`src/rtl/hazard_ctrl.sv`:
```
// ID-stage hazard and run-control sequencer: load-use and branch-compare stalls,
// branch/jump squash, compare-operand forwarding, halt/single-step and event counters.
module hazard_ctrl #(
  parameter int CNT_W = 16
) (
  input  logic             clock,
  input  logic             reset,
  input  logic [4:0]       id_rs,
  input  logic [4:0]       id_rt,
  input  logic             id_uses_rs,
  input  logic             id_uses_rt,
  input  logic             id_is_branch,
  input  logic             id_is_jump,
  input  logic             br_taken,
  input  logic             ex_memread,
  input  logic             ex_regwrite,
  input  logic [4:0]       ex_dst,
  input  logic             mem_memread,
  input  logic             mem_regwrite,
  input  logic [4:0]       mem_dst,
  input  logic             halt_req,
  input  logic             step_req,
  input  logic             clr_cnt,
  output logic             pc_hold,
  output logic             if_id_hold,
  output logic             id_ex_flush,
  output logic             if_id_flush,
  output logic             fw1,
  output logic             fw2,
  output logic             halted,
  output logic [CNT_W-1:0] stall_cnt,
  output logic [CNT_W-1:0] flush_cnt
);

  typedef enum logic [1:0] {RUN, STALL2, HALT, STEP} state_e;

  state_e            state_q, state_d;
  logic              live_q;
  logic [CNT_W-1:0]  stall_cnt_q, stall_cnt_d;
  logic [CNT_W-1:0]  flush_cnt_q, flush_cnt_d;
  logic              ex_hit, mem_hit;
  logic [1:0]        n_stall;
  logic              stall, squash, in_halt;

  assign ex_hit  = (ex_dst != 5'd0) &&
                   ((id_uses_rs && ex_dst == id_rs) || (id_uses_rt && ex_dst == id_rt));
  assign mem_hit = (mem_dst != 5'd0) &&
                   ((id_uses_rs && mem_dst == id_rs) || (id_uses_rt && mem_dst == id_rt));

  // Branches compare in ID, so they also wait on ALU results still in EX and loads in MEM.
  always_comb begin
    n_stall = 2'd0;
    if (id_is_jump)                        n_stall = 2'd0;
    else if (id_is_branch) begin
      if (ex_memread && ex_hit)            n_stall = 2'd2;
      else if (ex_regwrite && ex_hit)      n_stall = 2'd1;
      else if (mem_memread && mem_hit)     n_stall = 2'd1;
    end else if (ex_memread && ex_hit)     n_stall = 2'd1;
  end

  always_comb begin
    state_d = state_q;
    stall   = 1'b0;
    squash  = 1'b0;
    in_halt = 1'b0;
    unique case (state_q)
      RUN, STEP: begin
        if (n_stall != 2'd0) begin
          stall = 1'b1;
          if (n_stall == 2'd2)      state_d = STALL2;
          else if (state_q == STEP) state_d = HALT;
          else                      state_d = RUN;
        end else begin
          squash  = id_is_jump || (id_is_branch && br_taken);
          state_d = (state_q == STEP || halt_req) ? HALT : RUN;
        end
      end
      STALL2: begin
        stall   = 1'b1;
        state_d = RUN;
      end
      HALT: begin
        in_halt = 1'b1;
        if (step_req)      state_d = STEP;
        else if (!halt_req) state_d = RUN;
      end
      default: state_d = RUN;
    endcase
    // First cycle out of reset keeps the pipeline frozen and does nothing else.
    if (!live_q) begin
      stall   = 1'b0;
      squash  = 1'b0;
      state_d = state_q;
    end
  end

  assign pc_hold     = !live_q || stall || in_halt;
  assign if_id_hold  = pc_hold;
  assign id_ex_flush = pc_hold;
  assign if_id_flush = squash;
  assign halted      = in_halt;
  assign fw1 = live_q && mem_regwrite && !mem_memread && (mem_dst != 5'd0) && (mem_dst == id_rs);
  assign fw2 = live_q && mem_regwrite && !mem_memread && (mem_dst != 5'd0) && (mem_dst == id_rt);

  always_comb begin
    stall_cnt_d = stall_cnt_q;
    flush_cnt_d = flush_cnt_q;
    if (clr_cnt) begin
      stall_cnt_d = '0;
      flush_cnt_d = '0;
    end else begin
      if (stall  && stall_cnt_q != '1) stall_cnt_d = stall_cnt_q + 1'b1;
      if (squash && flush_cnt_q != '1) flush_cnt_d = flush_cnt_q + 1'b1;
    end
  end

  always_ff @(posedge clock or negedge reset) begin
    if (!reset) begin
      state_q     <= RUN;
      live_q      <= 1'b0;
      stall_cnt_q <= '0;
      flush_cnt_q <= '0;
    end else begin
      state_q     <= state_d;
      live_q      <= 1'b1;
      stall_cnt_q <= stall_cnt_d;
      flush_cnt_q <= flush_cnt_d;
    end
  end

  assign stall_cnt = stall_cnt_q;
  assign flush_cnt = flush_cnt_q;

endmodule

```
`config.mk`:
```
export PLATFORM = sky130hd
export DESIGN_NAME = hazard_ctrl
export DESIGN_NICKNAME = d
export VERILOG_FILES = /design/src/rtl/hazard_ctrl.sv
export SDC_FILE = /design/constraint.sdc
export NUM_CORES = 1
export LEC_CHECK = 0
export CORE_MARGIN = 4
export CORE_UTILIZATION = 45
export DETAILED_ROUTE_END_ITERATION = 7
export PLACE_DENSITY = 0.79
export SLEW_MARGIN = 20
export SYNTH_ARGS = -nofsm -noshare
export SYNTH_HDL_FRONTEND = slang
export SYNTH_SLANG_ARGS = --single-unit
```
`constraint.sdc`:
```
create_clock -name clock -period 3.85 [get_ports clock]
set_input_delay 0.5775 -clock clock [delete_from_list [all_inputs] [get_ports clock]]
set_output_delay 0.5775 -clock clock [all_outputs]
set_load 0.005 [all_outputs]
```
# == Word level (Yosys, flattened, before mapping) ==
# Index checks and enable logic that the tools add are counted.
# word_totals
out_inout_bits,39
in_bits,34
ff_bits,35
wordCells,74
# classes
reduce_logical,33
mux,24
addsub,2
eq_ne,11
# ops
op,count
$mux 16,4
$add 16x1->16 const B,2
$ne 16x16->1 const B,2
$eq 5x5->1,4
$mux 2,9
$logic_and 1x1->1,17
$reduce_bool 5->1,2
$mux 1,9
$eq 2x2->1 const B,3
$logic_or 1x1->1,6
$pmux 2 s3,1
$reduce_bool 2->1,3
$ne 3x3->1 const B,1
$eq 2x1->1 const B,1
$logic_not 1->1,2
$logic_not 2->1,1
$pmux 1 s2,1
$reduce_and 2->1,1
$reduce_or 2->1,1

# == Depth between registers and ports, before layout ==
# Gate-level depths: netlist of the first run.
# depth
word_depth,17
mapped_depth,10
depth_no_buf,8

# == Worst setup path after synthesis of the first run ==
# Ideal clock, no wire load.
# synth_timing
path_kind,in2out
startpoint,input port id_rt[0]
endpoint,output port if_id_hold
n_path_buf,1
slack_ps,1159
t_required_ps,3273
t_arrival_ps,2114
cell_stages,8
cell_sequence,xor2_1 -> nor4_1 -> and3_1 -> o21ai_2 -> and2_1 -> nor2b_1 -> or4b_2 -> buf_4
# synth_between
elab_chain_len,16
elab_cells_between_ends,23
cone_classes,2 x eq/ne; 9 x mux; 12 x reduce/logical
# synth_rtl
element,line,text
start: declaration,9,"input logic [4:0] id_rt,"
$eq 5x5->1,48,((id_uses_rs && mem_dst == id_rs) || (id_uses_rt && mem_dst == id_rt));
$logic_and 1x1->1,48,
$logic_or 1x1->1,48,
$logic_and 1x1->1,47,assign mem_hit = (mem_dst != 5'd0) &&
$logic_and 1x1->1,57,else if (mem_memread && mem_hit) n_stall = 2'd1;
$mux 1,57,
$mux 1,56,else if (ex_regwrite && ex_hit) n_stall = 2'd1;
$mux 2,55,if (ex_memread && ex_hit) n_stall = 2'd2;
$mux 2 (*),54,else if (id_is_branch) begin
$mux 2 (*),53,if (id_is_jump) n_stall = 2'd0;
$reduce_bool 2->1 (*),68,if (n_stall != 2'd0) begin
$mux 1 (*),68,
$pmux 1 s2 (*),66,unique case (state_q)
$mux 1 (*),90,if (!live_q) begin
$logic_or 1x1->1 (*) (2 in a row),97,assign pc_hold = !live_q || stall || in_halt;
end: declaration,25,"output logic if_id_hold,"
# Mark *: on every way between the ends. The rest lies on a longest branch, timed or not.

# == Worst setup path in the final report of the first run ==
# layout_timing
startpoint,input port ex_dst[4]
endpoint,output port if_id_hold
# layout_between
elab_chain_len,15
elab_cells_between_ends,20
cone_classes,2 x eq/ne; 8 x mux; 10 x reduce/logical
# layout_rtl
element,line,text
start: declaration,17,"input logic [4:0] ex_dst,"
$eq 5x5->1,46,((id_uses_rs && ex_dst == id_rs) || (id_uses_rt && ex_dst == id_rt));
$logic_and 1x1->1,46,
$logic_or 1x1->1,46,
$logic_and 1x1->1 (*),45,assign ex_hit = (ex_dst != 5'd0) &&
$logic_and 1x1->1,56,
$mux 1,56,
$mux 2,55,
$mux 2 (*),54,
$mux 2 (*),53,
$reduce_bool 2->1 (*),68,
$mux 1 (*),68,
$pmux 1 s2 (*),66,
$mux 1 (*),90,
$logic_or 1x1->1 (*) (2 in a row),97,
# Marks and branches as above.

==> out/metrics.cfg, run 1 <==
[run_status]
status = complete, no violations

[floorplanning]
ioPinCount = 73
die_area_um2 = 6692
start_util_pct = 47.09
die_y_um = 81.81
core_um2 = 5205
die_x_um = 81.81
rows = 26

[worst_setup_path]
cpMaxStageDelayCell = or4b_2
cp_top_family = simple AND/OR/NAND/NOR gates
cp_num_buf_inv = 2
cp.required_ps = 3270
worstSetupStartpointType = primary input
worst_path_most_repeated_cell = clkdlybuf4s50_1
rr_endpoint = stall_cnt[10]$_DFFE_PN0P_
crit_chain = clkdlybuf4s50_1 -> xor2_1 -> nor4_1 -> and3_4 -> o21ai_2 -> and2_1 -> nor2b_1 -> or4b_2 -> clkdlybuf4s50_1
cp_data_arrival_time_ps = 3150
endpoint = if_id_hold
path_depth = 9
path_max_fanout = 4
cp-startpoint = ex_dst[4]
worstRegToRegCells = 8
critical_path.endpoint_type = primary output
crit_path_max_incr_delay_ps = 650
rrSetupSlack_ps = 1350
worstSetupPathType = in -> out
r2r_start = stall_cnt[0]$_DFFE_PN0P_

[finish]
antenna_cells = 0
finalNetCount = 381
fin_cells = 413
fillers = 443
area_growth_pct = 34.51
layout-drive-gt1-share_pct = 7.580

[global_routing]
grt_use_total_pct = 19.91
grt_max_degree = 41
grt_pass1_wl_um = 10490
grt_antenna_before_repair = 0
gr-total-overflow = 0
grt_pass1_vias = 2316

[clock_tree]
cts_hold_buf = 0
cts_tree = done
cts_buffers = 5
cts_root_buffer = clkbuf_8
post_cts_resized = 0
clk_pin_slew_ps = 70
clk_latency_ps = 290
clock_path_buffers = 2
ctsHtreeMaxLevel = 2
cts_num_sinks = 35
postCtsSetupBuffers = 0

[route]
drc = 0
highest_layer = met4
wl_met1_um = 2887
dr.pass1.iters = 4
dr_wl_met3_um = 546
vias_per_cell = 5.654
wl_um = 6392
wl_met2_um = 2904
ant_nets = 0
dr_total_vias = 2335
wire_per_inst_um = 15.48
dr.first_iter.drc_count = 83

[yosys]
syn_nets = 311
synth.top_cells.by_count = 35 x dfrtp_1, 23 x a21oi_1, 23 x nand2_1, 20 x nor2_1, 16 x xnor2_1
synth_flop_cell = dfrtp_1
syn_area_per_cell_um2 = 9.011
synthArstFlopShare_pct = 100.0
yosysMostFrequentCell = dfrtp_1
ys_top_cells_by_area = dfrtp_1 36%, xnor2_1 5.7%, a21oi_1 4.7%
yosysTopAreaCell = dfrtp_1
synth_edf_count = 0
synth.top_cell.area_share_pct = 35.73
ys_seq_area_share_pct = 35.73
netlist_area_um2 = 2451
synth_warnings = 0
synth-seq-cells = 35
synthDistinctLibCells = 50
synthCells = 272

[placed_design]
dp_cells = 405
gpl.final_weighted_congestion = 0.7976
dp_hpwl_um = 4684
port_buffers = 72

[timing]
final_hold_viol_count = 0
worstMarginPinSlew_ps = 532.3
fin_tns_setup_ps = 0
fmax_ghz = 0.2680
min_period_over_period_pct = 96.91
fin_skew_ps = 4.861
period_minus_slack_ps = 3731
setup_viol = 0
drv_slew = 0
max-slew-margin-rel_pct = 64.51
grt_setup_unrepaired = false

[power]
p_leak_uw = 0.001247
powerDensity_nw_per_um2 = 276.0
irDropWorstVdd_uv = 261.4

[job]
maxCapViolations = 0

[worst_hold_path]
hold_path_class = reg -> reg

-- cell usage in the layout, fill, tap and decap left out, types with 4 or more instances in the layout --
master,netlist,routed
or3_1,6,6
xnor2_1,16,16
or4_1,11,11
nand2_1,23,23
a21oi_1,23,23
o21ai_0,8,8
nor2b_1,13,13
ha_1,5,5
clkdlybuf4s50_1,0,72
nor4_1,5,5
nor3_1,4,4
and3_1,6,6
o31ai_1,11,11
inv_1,6,6
dfrtp_1,35,35
nor2_1,20,20
nand3_1,12,12
clkbuf_8,0,5
nand4_1,7,7
xor2_1,8,8
mux2_1,6,6
-- area by class of cell --
class                      instances  area, um^2  area share, %
sequential                        35       875.8          26.57
clock buffer                       7       76.32          2.315
multi-input combinational        219        1486          45.09
inverter                           6       22.52         0.6831
clock inverter                     1       5.005         0.1518
tap                               70       87.58          2.657
timing repair buffer              75       743.2          22.54
-- worst reg2reg max path: stages (launching register included) --
cell       delay (ps)
dfrtp_1           430
ha_1              260
and3_1            180
and4_4            190
nor3b_2           240
o2111ai_2         250
and2_4            260
nor3_1            220
mux2_2            360
-- worst min-delay path by stage --
| stage | from | end | slack [ps] | cells after the start |
|---|---|---|---|---|
| 2_1_floorplan | reset | flush_cnt[0]$_DFFE_PN0P_ | 280 | 0 |
| 3_3_place_gp | state_q[1]$_DFFE_PN0P_ | state_q[1]$_DFFE_PN0P_ | 530 | 2 |
| 3_5_place_dp | state_q[1]$_DFFE_PN0P_ | state_q[1]$_DFFE_PN0P_ | 560 | 2 |
| 4_1_cts | flush_cnt[8]$_DFFE_PN0P_ | flush_cnt[8]$_DFFE_PN0P_ | 570 | 2 |
| 5_1_grt | flush_cnt[8]$_DFFE_PN0P_ | flush_cnt[8]$_DFFE_PN0P_ | 590 | 2 |
| 6_report | flush_cnt[8]$_DFFE_PN0P_ | flush_cnt[8]$_DFFE_PN0P_ | 570 | 2 |
-- registers in the layout (all words and copies together), names as in the netlist --
| name | count |
|---|---|
| stall_cnt | 16 |
| flush_cnt | 16 |
| state_q | 2 |
| live_q | 1 |
-- per-layer routing --
layer	track usage [%]	vias to the layer above
li1	-	1136
met1	25.28	1118
met2	33.44	74
met3	5.702	7
met4	4.651	0
met5	0	-
-- cell families (layout without fill, tap and decap cells) --
| kind of cell | count (synthesis) | count (layout) | synth area share, % |
|---|---|---|---|
| AO/OA/AOI/OAI | 55 | 55 | 15.36 |
| other | 1 | 1 | 0.1530 |
| adder cells (fa/ha/maj) | 5 | 5 | 2.552 |
| multiplexers | 9 | 9 | 4.083 |
| XOR/XNOR | 24 | 24 | 8.576 |
| buffers and inverters | 18 | 89 | 3.624 |
| flip-flops | 35 | 35 | 35.73 |
| AND/OR/NAND/NOR | 125 | 125 | 29.91 |
-- stage by stage --
| stage | power (uW) | cell area (um^2) | hold WS, ps | setup WS, ps | util (%) |
|---|---|---|---|---|---|
| CTS | 913.6 | 3297 | 569.6 | 123.0 | 63.34 |
| global placement | 652.5 | 3216 | 533.6 | 187.2 | 61.78 |
| detailed placement | 658.0 | 3216 | 558.1 | 124.6 | 61.78 |
| floorplan | 545.5 | 2451 | 281.9 | 1159 | - |
| global route | 964.1 | 3297 | 589.7 | 35.01 | 63.34 |
| finish | 909.9 | 3297 | 568.7 | 118.8 | 63.34 |
-- report_power, final --
part | internal, uW | switching, uW
logic | 125 | 132
registers | 380 | 14.6
clock network | 127 | 131
No activity file was read; power rests on OpenSTA's default activity.
==> run 2, diff against run 1 <==
--- a/config.mk
+++ b/config.mk
@@ -5,10 +5,11 @@
 export SDC_FILE = /design/constraint.sdc
 export NUM_CORES = 1
 export LEC_CHECK = 0
+export ABC_AREA = 1
 export CORE_MARGIN = 4
-export CORE_UTILIZATION = 45
+export CORE_UTILIZATION = 40
 export DETAILED_ROUTE_END_ITERATION = 7
-export PLACE_DENSITY = 0.79
+export PLACE_DENSITY = 0.72
 export SLEW_MARGIN = 20
 export SYNTH_ARGS = -nofsm -noshare
 export SYNTH_HDL_FRONTEND = slang
==> constraint.sdc (replaced) <==
create_clock -name clock -period 3 [get_ports clock]
set_input_delay 0.45 -clock clock [delete_from_list [all_inputs] [get_ports clock]]
set_output_delay 0.45 -clock clock [all_outputs]
set_load 0.005 [all_outputs]
==> out/metrics.cfg, run 2 <==
[yosys]
synth.top_cells.by_count = 127 x nand2_1, 48 x inv_1, 48 x nor2_1, 40 x nand3_1, 35 x dfrtp_1
synthXorXnorAreaFrac_pct = 7.559
yosys-mux-area-fraction_pct = 0
synth_flop_cell = dfrtp_1
synth-seq-cells = 35
netlist_area_um2 = 2897
synth-simple-area-share_pct = 45.87
yosysTopAreaCell = dfrtp_1
synth_compound_area_share_pct = 3.629
synthDistinctLibCells = 36
synthArstFlopShare_pct = 100.0
synth_top_family_by_area = simple AND/OR/NAND/NOR gates
synth.top_cell.area_share_pct = 30.24
yosysMostFrequentCell = nand2_1
ys_seq_area_share_pct = 30.24
syn_nets = 464
syn_area_per_cell_um2 = 6.815
ys_top_cells_by_area = dfrtp_1 30%, nand2_1 16%, nand3_1 6.9%
synth_fa_ha_area_share_pct = 2.160
synthCells = 425
synth_warnings = 0
synth_edf_count = 0

[timing]
worstMarginPinSlew_ps = 525.4
setup_viol = 0
finalWorstSetupSlack_ps = 197.1
drv_slew = 0
max-slew-margin-rel_pct = 64.97
min_period_over_period_pct = 93.43
period_minus_slack_ps = 2803
grt_setup_unrepaired = false
whs_ps = 576.4
final_hold_viol_count = 0
fin_skew_ps = 5.251
fmax_ghz = 0.3568

[worst_hold_path]
hold_path_class = in -> async

[worst_setup_path]
rrSetupSlack_ps = 790
critical_path.endpoint_type = primary output
worstRegToRegCells = 11
cp.required_ps = 2550
worstSetupStartpointType = primary input
cp_data_arrival_time_ps = 2350
r2r_start = stall_cnt[0]$_DFFE_PN0P_
rr_endpoint = stall_cnt[10]$_DFFE_PN0P_
cp-startpoint = mem_dst[3]
path_max_fanout = 4
worstSetupPathType = in -> out

[finish]
layout-drive-gt1-share_pct = 8.889
fillers = 693
area_growth_pct = 30.93
final_common_cell = nand2_1
post-route-util_pct = 54.91
final_cell_mix = 127 x nand2_1, 64 x clkdlybuf4s50_1, 48 x inv_1
antenna_cells = 0
regArea_um2 = 875.8
finalNetCount = 533
multi_input_area_um2 = 1729

[clock_tree]
clk_pin_slew_ps = 70
clk_latency_ps = 290
clock_path_buffers = 2
ctsHtreeMaxLevel = 2
cts_hold_buf = 0
cts_tree = done
cts_num_sinks = 35
cts_root_buffer = clkbuf_8
cts_buffers = 5

[floorplanning]
die_x_um = 93.10
die_area_um2 = 8667
ioPinCount = 73
die_y_um = 93.10
rows = 30
start_util_pct = 41.94
core_um2 = 6907

[route]
wl_um = 7461
vias_per_cell = 4.922
dr.pass1.iters = 4
dr_total_vias = 2909
wire_per_inst_um = 12.62
drc = 0
ant_nets = 0
dr.first_iter.drc_count = 174

[power]
p_switching_uw = 481.7
seqPwrFrac_pct = 39.3
irDropWorstVdd_uv = 199.2
power_frac_clock_pct = 25.7
p_leak_uw = 0.001898
intPower_uw = 856.5
swShare_pct = 36.00
pwr-share-comb_pct = 35.0
powerDensity_nw_per_um2 = 352.9

[run_status]
status = complete, no violations

[placed_design]
dp_hpwl_um = 5611
port_buffers = 72
preCtsSetupSlack_ps = -5.074
gpl.final_weighted_congestion = 0.8790

[global_routing]
grt_pass1_wl_um = 12810
grt_use_total_pct = 17.86
grt_antenna_before_repair = 0
grt_max_degree = 39
gr-total-overflow = 0
grt_pass1_vias = 2754

[job]
maxCapViolations = 0

## run 2: area by class of cell
class                           count  share of cell area, %
Clock buffer                        7                  2.013
Clock inverter                      1                 0.1320
Timing Repair Buffer               77                  20.75
Inverter                           53                  5.246
Multi-Input combinational cell    322                  45.60
Tap cell                           96                  3.167
Sequential cell                    35                  23.09
## run 2: worst max path at each step
stage,slack [ps],to
after floorplan,1130,if_id_hold
after global placement,30,if_id_hold
after detailed placement,-5,id_ex_flush
after CTS,6,if_id_hold
after global routing,30,id_ex_flush
final,200,if_id_flush
## run 2: worst max-delay path, stage by stage
cell             delay, ps
clkdlybuf4s50_1        480
nor3_2                 220
nand3_1                120
nand2_1                 90
inv_1                   40
nand2_1                 60
nand2_1                 60
nand2_2                 70
nand2_4                 70
a21boi_1               160
clkdlybuf4s50_1        530
## run 2: power by group through the flow
stage | Combinational, uW | Sequential (uW) | Clock [uW]
final | 469 | 525 | 344
after global routing | 520 | 531 | 372
after CTS | 474 | 525 | 350
after detailed placement | 470 | 535 | 0
after global placement | 461 | 534 | 0
after floorplan | 296 | 532 | 0
## run 2: logic make-up after synthesis
kind of cell,Yosys count
and+or+nand+nor,275
DFF,35
xor gates and xnor gates,25
other,1
buffers and inverters,68
adders and majority gates,5
AOI/OAI and AO/OA,16
## run 2: layer usage
metal  vias to the layer above  wire, um  global-route usage [%]
met5                         -         0                       0
met4                         0        60                   4.640
met3                         8       263                   2.977
met2                        63      3692                   29.99
met1                      1338      3444                   23.82
li1                       1500         -                       -
## run 2: stage by stage
step / area [um^2] / total power, uW / std cells / TNS, ps
5_1_grt: 3792 / 1424 / 591 / 0
4_1_cts: 3765 / 1350 / 591 / 0
3_3_place_gp: 3677 / 994.9 / 582 / 0
2_1_floorplan: 2897 / 827.2 / 425 / 0
3_5_place_dp: 3677 / 1005 / 582 / -5.074
6_report: 3792 / 1338 / 591 / 0
## run 2: what timing repair did
action / 4_1_cts / 5_1_grt
gates resized for setup: 1 / 11
hold endpoints to repair: 0 / 0
endpoints found under the setup margin: 3 / 4
buffers inserted: 1 / 0
==> run 3, diff against run 2 <==
--- a/config.mk
+++ b/config.mk
@@ -8,6 +8,7 @@
 export ABC_AREA = 1
 export CORE_MARGIN = 4
 export CORE_UTILIZATION = 40
+export CTS_CLUSTER_SIZE = 16
 export DETAILED_ROUTE_END_ITERATION = 7
 export PLACE_DENSITY = 0.72
 export SLEW_MARGIN = 20
==> results of run 3 <==
Final layout, timing and power as in run 2 (identical DEF).
